$ cat src/rtl/arb_pkg.sv
// Shared types and helpers for the round-robin arbiter with hold limit.
package arb_pkg;

  typedef enum logic {
    IDLE = 1'b0,
    OWN  = 1'b1
  } arb_state_e;

  localparam int DEF_N        = 4;
  localparam int DEF_MAX_HOLD = 4;
  localparam int MAX_N        = 8;

  function automatic logic [MAX_N-1:0] idx_to_onehot(input logic [2:0] idx);
    return MAX_N'(1) << idx;
  endfunction

endpackage

$ cat src/rtl/rr_arbiter_hold_if.sv
// Request/grant bundle between the requesting agents (master) and the arbiter (slave).
interface rr_arbiter_hold_if #(
  parameter int N   = 4,
  parameter int IDW = 2
);
  logic [N-1:0]   req;
  logic [N-1:0]   gnt;
  logic [IDW-1:0] gnt_id;
  logic           busy;
  logic [IDW+1:0] hold_cnt;

  modport master (output req, input gnt, gnt_id, busy, hold_cnt);
  modport slave  (input req, output gnt, gnt_id, busy, hold_cnt);
endinterface

$ cat src/rtl/rr_pick.sv
// Combinational round-robin search: first candidate at or after start, with wrap-around.
module rr_pick #(
  parameter int N   = 4,
  parameter int IDW = 2
) (
  input  logic [N-1:0]   req,
  input  logic [IDW-1:0] start,
  input  logic [N-1:0]   excl,
  output logic           found,
  output logic [IDW-1:0] winner
);

  logic [N-1:0]   cand;
  logic [IDW-1:0] idx;

  assign cand = req & ~excl;

  always_comb begin
    found  = 1'b0;
    winner = '0;
    idx    = '0;
    for (int k = 0; k < N; k++) begin
      idx = IDW'((int'(start) + k) % N);
      if (!found && cand[idx]) begin
        found  = 1'b1;
        winner = idx;
      end
    end
  end

endmodule

$ cat src/rtl/rr_arbiter_hold.sv
// N-way round-robin arbiter with registered sticky grants and a hold limit
// that forces handoff after MAX_HOLD cycles when someone else is waiting.
module rr_arbiter_hold
  import arb_pkg::*;
#(
  parameter int N        = DEF_N,
  parameter int MAX_HOLD = DEF_MAX_HOLD,
  parameter int IDW      = 2
) (
  input  logic              clock,
  input  logic              reset,
  rr_arbiter_hold_if.slave  bus
);

  localparam logic [IDW+1:0] HOLD_LIM = (IDW+2)'(MAX_HOLD - 1);

  arb_state_e     state, state_n;
  logic [IDW-1:0] last, last_n;
  logic [N-1:0]   gnt, gnt_n;
  logic [IDW-1:0] gnt_id, gnt_id_n;
  logic [IDW+1:0] hold_cnt, hold_n;

  logic [IDW-1:0] start;
  logic [N-1:0]   excl;
  logic           found;
  logic [IDW-1:0] winner;

  // While owning, last always equals the owner, so one search from last+1
  // that excludes the owner serves both release and preemption.
  assign start = (last == IDW'(N - 1)) ? '0 : last + IDW'(1);
  assign excl  = (state == OWN) ? N'(idx_to_onehot(3'(last))) : '0;

  rr_pick #(.N(N), .IDW(IDW)) u_pick (
    .req    (bus.req),
    .start  (start),
    .excl   (excl),
    .found  (found),
    .winner (winner)
  );

  always_ff @(posedge clock) begin
    if (reset) begin
      state    <= IDLE;
      last     <= IDW'(N - 1);
      gnt      <= '0;
      gnt_id   <= '0;
      hold_cnt <= '0;
    end else begin
      state    <= state_n;
      last     <= last_n;
      gnt      <= gnt_n;
      gnt_id   <= gnt_id_n;
      hold_cnt <= hold_n;
    end
  end

  always_comb begin
    state_n  = state;
    last_n   = last;
    gnt_n    = gnt;
    gnt_id_n = gnt_id;
    hold_n   = hold_cnt;
    case (state)
      IDLE: begin
        if (found) begin
          state_n  = OWN;
          last_n   = winner;
          gnt_n    = N'(idx_to_onehot(3'(winner)));
          gnt_id_n = winner;
          hold_n   = '0;
        end
      end
      OWN: begin
        // Release takes precedence over preemption on the same edge.
        if (!bus.req[last]) begin
          if (found) begin
            last_n   = winner;
            gnt_n    = N'(idx_to_onehot(3'(winner)));
            gnt_id_n = winner;
            hold_n   = '0;
          end else begin
            state_n  = IDLE;
            gnt_n    = '0;
            gnt_id_n = '0;
            hold_n   = '0;
          end
        end else if (hold_cnt == HOLD_LIM && found) begin
          last_n   = winner;
          gnt_n    = N'(idx_to_onehot(3'(winner)));
          gnt_id_n = winner;
          hold_n   = '0;
        end else if (hold_cnt != HOLD_LIM) begin
          hold_n = hold_cnt + (IDW+2)'(1);
        end
      end
      default: begin
        state_n = IDLE;
      end
    endcase
  end

  assign bus.gnt      = gnt;
  assign bus.gnt_id   = gnt_id;
  assign bus.busy     = |gnt;
  assign bus.hold_cnt = hold_cnt;

endmodule

$ cat src/flat_wrapper.sv
// flat-port wrapper written by rule: the top's interface ports become plain ports
module rr_arbiter_hold_flat import arb_pkg::*;
#(
  parameter int N        = DEF_N,
  parameter int MAX_HOLD = DEF_MAX_HOLD,
  parameter int IDW      = 2
)
  (clock, reset, bus_req, bus_gnt, bus_gnt_id, bus_busy, bus_hold_cnt);
  rr_arbiter_hold_if #(.N(N), .IDW(IDW)) bus_i ();
  input  logic clock;
  input  logic reset;
  input wire logic [$bits(bus_i.req)-1:0] bus_req;
  output wire logic [$bits(bus_i.gnt)-1:0] bus_gnt;
  output wire logic [$bits(bus_i.gnt_id)-1:0] bus_gnt_id;
  output wire logic [$bits(bus_i.busy)-1:0] bus_busy;
  output wire logic [$bits(bus_i.hold_cnt)-1:0] bus_hold_cnt;
  assign bus_i.req = bus_req;
  assign bus_gnt = bus_i.gnt;
  assign bus_gnt_id = bus_i.gnt_id;
  assign bus_busy = bus_i.busy;
  assign bus_hold_cnt = bus_i.hold_cnt;
  rr_arbiter_hold #(.N(N), .MAX_HOLD(MAX_HOLD), .IDW(IDW)) u_core (.clock(clock), .reset(reset), .bus(bus_i));
endmodule
$ cat config.mk
export PLATFORM = sky130hd
export DESIGN_NAME = rr_arbiter_hold_flat
export DESIGN_NICKNAME = d
export VERILOG_FILES = /design/src/rtl/arb_pkg.sv /design/src/rtl/rr_arbiter_hold_if.sv /design/src/rtl/rr_pick.sv /design/src/rtl/rr_arbiter_hold.sv /design/src/flat_wrapper.sv
export SDC_FILE = /design/constraint.sdc
export NUM_CORES = 1
export LEC_CHECK = 0
export CAP_MARGIN = 20
export CORE_MARGIN = 1
export CORE_UTILIZATION = 40
export DETAILED_ROUTE_END_ITERATION = 8
export GPL_TIMING_DRIVEN = 0
export PLACE_DENSITY = 0.76
export SETUP_SLACK_MARGIN = 0.2
export SLEW_MARGIN = 15
export SYNTH_ARGS = -nofsm -noshare
export SYNTH_HDL_FRONTEND = slang
export SYNTH_HIERARCHICAL = 1
export SYNTH_SLANG_ARGS = --single-unit
$ cat constraint.sdc
create_clock -name clock -period 2.7 [get_ports clock]
set_input_delay 0.81 -clock clock [delete_from_list [all_inputs] [get_ports clock]]
set_output_delay 0.81 -clock clock [all_outputs]
set_load 0.01 [all_outputs]
==> results of run 1 <==
-- registers in the layout, indices dropped and copies added (netlist names) --
register and cells:
u_core/bus.gnt_id 2, u_core/bus.hold_cnt 4, u_core/bus.gnt 4, u_core/state 1, u_core/last 2
-- worst max path at each step --
| stage | end | depth (start not counted) |
|---|---|---|
| 6_report | u_core/bus.gnt[1] | 8 |
| 5_1_grt | u_core/bus.gnt[1] | 8 |
| 4_1_cts | u_core/bus.gnt_id[1] | 8 |
| 3_5_place_dp | u_core/bus.gnt[1] | 8 |
| 3_3_place_gp | u_core/bus.gnt[2] | 8 |
| 2_1_floorplan | u_core/bus.gnt[1] | 9 |
-- area by class of cell --
| type | count | area, sq um |
|---|---|---|
| fillers | 220 | 902 |
| plain buffers | 6 | 35.0 |
| repair buffers | 16 | 160 |
| flip-flops and latches | 13 | 260 |
| multi-input cells | 68 | 564 |
| clock buffers | 4 | 26.3 |
| inverters | 16 | 60.1 |
| well taps | 27 | 33.8 |
-- through the flow --
stage	total power (uW)	cells
after global placement	739	146
after CTS	874	150
after floorplan	592	103
after global routing	961	150
after detailed placement	752	146
final	882	150
-- worst register-to-register path: cells and delay by family (launching register included) --
| kind | cells | cell delay (ps) |
|---|---|---|
| flip-flops | 1 | 310 |
| AO/OA/AOI/OAI | 4 | 940 |
| AND/OR/NAND/NOR | 3 | 440 |
| buffers and inverters | 2 | 470 |
-- logic make-up after synthesis --
group                      count (synthesis)  synth area share (%)
AOI/OAI and AO/OA                         33                  31.0
and+or+nand+nor                           26                  17.2
buffers and inverters                     22                  10.1
DFF                                       13                  28.9
adders and majority gates                  5                  6.94
muxes                                      3                  4.86
xor gates and xnor gates                   1                 0.972
-- routing by layer --
metal	vias up	GRT usage, %	wire length, um	share of wire [%]
li1	431	-	-	-
met1	377	24.5	925	47
met2	13	31.1	962	49
met3	0	6.79	78	4.0
met4	0	1.43	0	0
met5	-	0	0	0
-- what timing repair did --
action,CTS,global route
pin swaps,0,0
resized for setup,2,6
hold buffers,0,0
setup endpoints to repair,7,10
hold endpoints to repair,0,0
gates cloned,0,0
-- layout by cell type, fill, tap and decap left out, types with 2 or more instances in the layout --
| master | Yosys | routed |
|---|---|---|
| nand2b_1 | 2 | 2 |
| a31oi_1 | 2 | 2 |
| clkbuf_2 | 0 | 3 |
| nor3_1 | 2 | 2 |
| or2_2 | 2 | 2 |
| nand2_1 | 2 | 2 |
| inv_1 | 16 | 16 |
| o32ai_1 | 4 | 4 |
| clkdlybuf4s50_1 | 0 | 16 |
| nand4_1 | 2 | 2 |
| nand3_1 | 2 | 2 |
| o221ai_1 | 2 | 2 |
| ha_1 | 5 | 5 |
| clkbuf_1 | 4 | 2 |
| dfxtp_1 | 13 | 13 |
| o21bai_1 | 2 | 2 |
| a2111oi_0 | 2 | 2 |
| and2_1 | 4 | 4 |
| clkbuf_4 | 0 | 3 |
| nor2_1 | 6 | 6 |
| o2bb2ai_1 | 2 | 2 |
| o211ai_1 | 2 | 2 |
-- power groups by stage --
stage | sequential [uW] | clock [uW] | combinational, uW
after detailed placement | 283 | 0 | 469
after floorplan | 292 | 0 | 300
after CTS | 279 | 122 | 474
after global placement | 281 | 0 | 458
final | 278 | 118 | 485
after global routing | 287 | 134 | 540
==> key figures, run 1 <==
Hold path
  – Hold Path Cell Cnt: 2
  – Hold EP: u_core/bus.gnt_id[0]
  – Tightest Hold Check Type: reg -> reg
  – Min-delay src: u_core/bus.gnt_id[0]

Clock tree
  – Clk pin slew, worst setup/hold paths: 80 ps
  – Post-CTS Setup Bufs: 0
  – Clock latency on the worst-skew pair: 270 ps
  – Max H-tree Level: 1
  – CTS root buf: clkbuf_4
  – TritonCTS sink count: 13
  – Max Buffers Root-to-Sink: 2
  – Cts bufs inserted: 3
  – CTS tree: yes

Setup path
  – CP delay by family, top: buffers and inverters
  – CP Launch Type: input port
  – Crit path DAT: 2540 ps
  – RR Startpoint: u_core/state
  – R2r worst-path depth: 9
  – Data required, critical path: 2880 ps
  – Crit-path cells: clkdlybuf4s50_1 > nor2b_1 > nor2_1 > nand3_1 > clkbuf_2 > inv_1 > a311o_2 > o32ai_1
  – CP endpoint kind: register
  – Critical Path Start: bus_req[3]
  – CP peak stage delay: 490 ps
  – Worst Setup Path Type: in -> reg
  – CP Buf/Inv Count: 3
  – Worst R2R Setup Slack: 460 ps
  – Worst reg2reg path endpoint: u_core/bus.gnt[1]
  – Slowest library cell on the worst path: clkdlybuf4s50_1
  – CP Max Fanout: 9

Logic synthesis
  – Synth unique cells: 44
  – Synth Register Bits: 13
  – Ys async rst share: 0%
  – Yosys warnings: 6
  – Mapped Nets: 114
  – Number of synthesized flops with an enable pin: 0
  – Area leader, netlist: dfxtp_1
  – Dominant synthesized flop cell: dfxtp_1
  – Post-Synthesis Cells: 103
  – Synth Area per Inst: 8.75 sq um
  – Synth top area share: 28.9%
  – Most common cell in the synthesized netlist: inv_1
  – Leading cell types by count after synthesis: 16 x inv_1, 13 x dfxtp_1, 6 x nor2_1, 5 x ha_1
  – Sequential share of the synthesized area: 28.9%
  – Synth area leaders: dfxtp_1 29%, ha_1 6.9%, inv_1 6.7%, o32ai_1 3.9%, and2_1 2.8%
  – Synth Cell Area: 901 sq um

Routing
  – Drt initial violations: 16
  – Via count: 821
  – Drt pass-1 iters: 4
  – Drt wl/cell: 13.1 um
  – Via density: 5.47
  – Final WL: 1970 um
  – Remaining DRCs: 0
  – Routed Antenna Nets: 0

Floorplanning
  – Initial Utilization: 44.1%
  – Die Y: 49.5 um
  – Die width: 49.5 um
  – I/O Pins: 17
  – Core ar.: 2040 sq um
  – Row count: 16
  – Die Footprint: 2450 sq um

STA
  – Min Tclk post-route: 2370 ps
  – Hold_ws: 477 ps
  – Clock skew: 1.46 ps
  – Fin. Hold Viols: 0
  – Relative slew slack: 61.6%
  – Max Slew Vio Count: 0
  – Setup WS post-layout: 333 ps
  – # setup viols final: 0
  – RSZ-0062 raised after global routing: false
  – Max Fclk: 423 MHz
  – Least-Margin Pin Slew: 572 ps
  – Setup_tns: 0 ps
  – Final worst path period share: 87.7%

Flow run
  – MaxCap Viol Count: 0

Run status
  – Outcome: complete, no violations

Power and ir drop
  – Switching power total: 344 uW
  – Sw frac: 39.0%
  – LEAKAGE: 0.000431 uW
  – Combinational power share: 55.0%
  – Int Pwr: 538 uW
  – Power per cell area: 774 nW/um^2
  – Peak supply drop: 0.000370 V
  – Sequential power share: 31.6%
  – Clock power share: 13.4%

GRT
  – Largest net degree at the start of global routing: 11
  – GRT Overall Usage: 18.8%
  – GRT overflow: 0
  – Number of global-route vias before repair: 771
  – First-pass GRT wire length: 3570 um
  – Initial antenna violation count: 0

Final layout
  – Layout Cell Area excl Fill: 1140 sq um
  – Synth-to-layout area growth: 26.5%
  – N_diodes: 0
  – Post-layout util: 55.8%
  – NumNets Final: 135
  – Layout cells sized above 1: 17.1%

Placed design
  – DP HPWL: 1480 um
  – DP Worst Slack: -290 ps
  – Placer Congestion: 0.794
  – Placed Area: 1090 sq um
  – I/O Buffers: 16
(Power assumes the default switching activity.)
==> inputs of run 2 (changes only) <==
--- a/config.mk
+++ b/config.mk
@@ -7,11 +7,11 @@
 export LEC_CHECK = 0
 export CAP_MARGIN = 20
 export CORE_MARGIN = 1
-export CORE_UTILIZATION = 40
+export CORE_UTILIZATION = 50
 export DETAILED_ROUTE_END_ITERATION = 8
 export GPL_TIMING_DRIVEN = 0
-export PLACE_DENSITY = 0.76
-export SETUP_SLACK_MARGIN = 0.2
+export PLACE_DENSITY = 0.89
+export SETUP_SLACK_MARGIN = 0.5
 export SLEW_MARGIN = 15
 export SYNTH_ARGS = -nofsm -noshare
 export SYNTH_HDL_FRONTEND = slang
==> key figures, run 2 (synthesis gave the netlist of run 1 again) <==
Clock tree
  – Cts bufs inserted: 3
  – Max Buffers Root-to-Sink: 2
  – CTS tree: yes
  – Clk pin slew, worst setup/hold paths: 80 ps
  – Clock latency on the worst-skew pair: 280 ps
  – Max H-tree Level: 1
  – CTS root buf: clkbuf_4
  – TritonCTS sink count: 13

STA
  – Least-Margin Pin Slew: 445 ps
  – Relative slew slack: 70.3%
  – RSZ-0062 raised after global routing: false
  – Min Tclk post-route: 2130 ps
  – Hold_ws: 466 ps
  – Final worst path period share: 79.0%
  – Fin. Hold Viols: 0
  – # setup viols final: 0
  – Clock skew: 3.52 ps
  – Max Slew Vio Count: 0
  – Max Fclk: 469 MHz

Routing
  – Routed met3 length: 126 um
  – Highest Signal Layer: met4
  – M1 wire length: 990 um
  – Drt pass-1 iters: 4
  – Via density: 6.03
  – Final WL: 2360 um
  – Remaining DRCs: 0
  – Routed Antenna Nets: 0
  – Drt wl/cell: 15.5 um
  – Via count: 916
  – DR WL met2: 1210 um
  – Drt initial violations: 28

Power and ir drop
  – Peak supply drop: 0.000463 V
  – Combinational power share: 57.5%
  – Switching power total: 383 uW
  – Design Power: 958 uW
  – Power per cell area: 772 nW/um^2
  – LEAKAGE: 0.000477 uW
  – Int Pwr: 576 uW
  – Clock power share: 13.0%
  – Sequential power share: 29.4%
  – Sw frac: 39.9%

Setup path
  – Data required, critical path: 1890 ps
  – CP Max Fanout: 3
  – CP endpoint kind: primary output
  – CP Launch Type: register
  – Worst Setup Path Type: reg -> out
  – Crit path DAT: 1320 ps

Final layout
  – Layout cells sized above 1: 28.1%
  – Regs by FF count: u_core/bus.gnt: 4 flops, u_core/bus.hold_cnt: 4 flops
  – Most frequent cells in the layout: 15 x inv_1, 12 x clkdlybuf4s50_1, 11 x dfxtp_1
  – Post-layout util: 77.9%
  – NumNets Final: 140
  – N_diodes: 0
  – Synth-to-layout area growth: 37.8%
  – Commonest non-fill, non-tap cell in the layout: inv_1

Floorplanning
  – Initial Utilization: 56.5%
  – Row count: 14
  – Die Y: 44.4 um
  – Die Footprint: 1980 sq um
  – Core ar.: 1590 sq um
  – Die width: 44.4 um
  – I/O Pins: 17

GRT
  – Number of global-route vias before repair: 875
  – Largest net degree at the start of global routing: 11
  – GRT overflow: 0
  – Initial antenna violation count: 0
  – First-pass GRT wire length: 3930 um
  – GRT Overall Usage: 27.3%

Hold path
  – Tightest Hold Check Type: reg -> reg

Run status
  – Outcome: complete, no violations

Placed design
  – DP HPWL: 1510 um
  – I/O Buffers: 16
  – Placer Congestion: 0.815

Flow run
  – MaxCap Viol Count: 0
[run 2: changes by cell type in the layout (fill, tap and decap cells not counted), sizes merged]
cell,delta
buf,+6
clkdlybuf4s50,-4
dlygate4sd2,+3
clkbuf,-1
clkinvlp,+1
dlymetal6s2s,+1
inv,-1
[run 2: power by group through the flow]
stage	clock network, uW	registers [uW]	logic (uW)
after floorplan	0	292	300
after global placement	0	281	458
final	125	282	551
after CTS	127	278	517
after global routing	140	290	590
after detailed placement	0	282	470
[run 2: final cells by class]
class | count | area (sq um)
Tap cell | 24 | 30.0
Timing Repair Buffer | 21 | 196
Multi-Input combinational cell | 68 | 607
Sequential cell | 13 | 265
Buffer | 6 | 52.6
Clock buffer | 4 | 26.3
Fill cell | 101 | 353
Inverter | 16 | 63.8
[run 2: repair_timing]
action / 4_1_cts / 5_1_grt
hold buffers: 0 / 0
setup buffers: 5 / 0
cloned: 0 / 0
gates resized for setup: 18 / 14
pin swaps: 3 / 1
setup endpoints to repair: 12 / 12
[run 2: final timing paths]
path,endpoint,slack [ps],depth (start not counted),startpoint
worst min-delay path,u_core/bus.gnt_id[0],470,2,u_core/bus.gnt_id[0]
worst max-delay path,bus_busy,570,3,u_core/bus.gnt[0]
worst max register to register,u_core/bus.gnt[1],650,10,u_core/state
worst min register to register,u_core/bus.gnt_id[0],470,2,u_core/bus.gnt_id[0]
[run 2: worst max-delay path, stage by stage, from the launching register on]
cell	delay [ps]
dfxtp_1	350
inv_1	70
nand4_1	90
clkdlybuf4s50_1	530
[run 2: stage by stage]
stage / instances / setup slack [ps] / TNS (ps) / area (sq um)
final: 152 / 568 / 0 / 1240
after global routing: 152 / 502 / 0 / 1240
after CTS: 152 / 493 / 0 / 1200
after detailed placement: 143 / -322 / -1940 / 1090
after global placement: 143 / -231 / -1450 / 1090
after floorplan: 103 / 592 / 0 / 901
[run 2: layer usage]
metal,vias up,track usage (%)
li1,433,-
met1,441,33.3
met2,36,45.0
met3,6,7.76
met4,0,10.9
met5,-,0
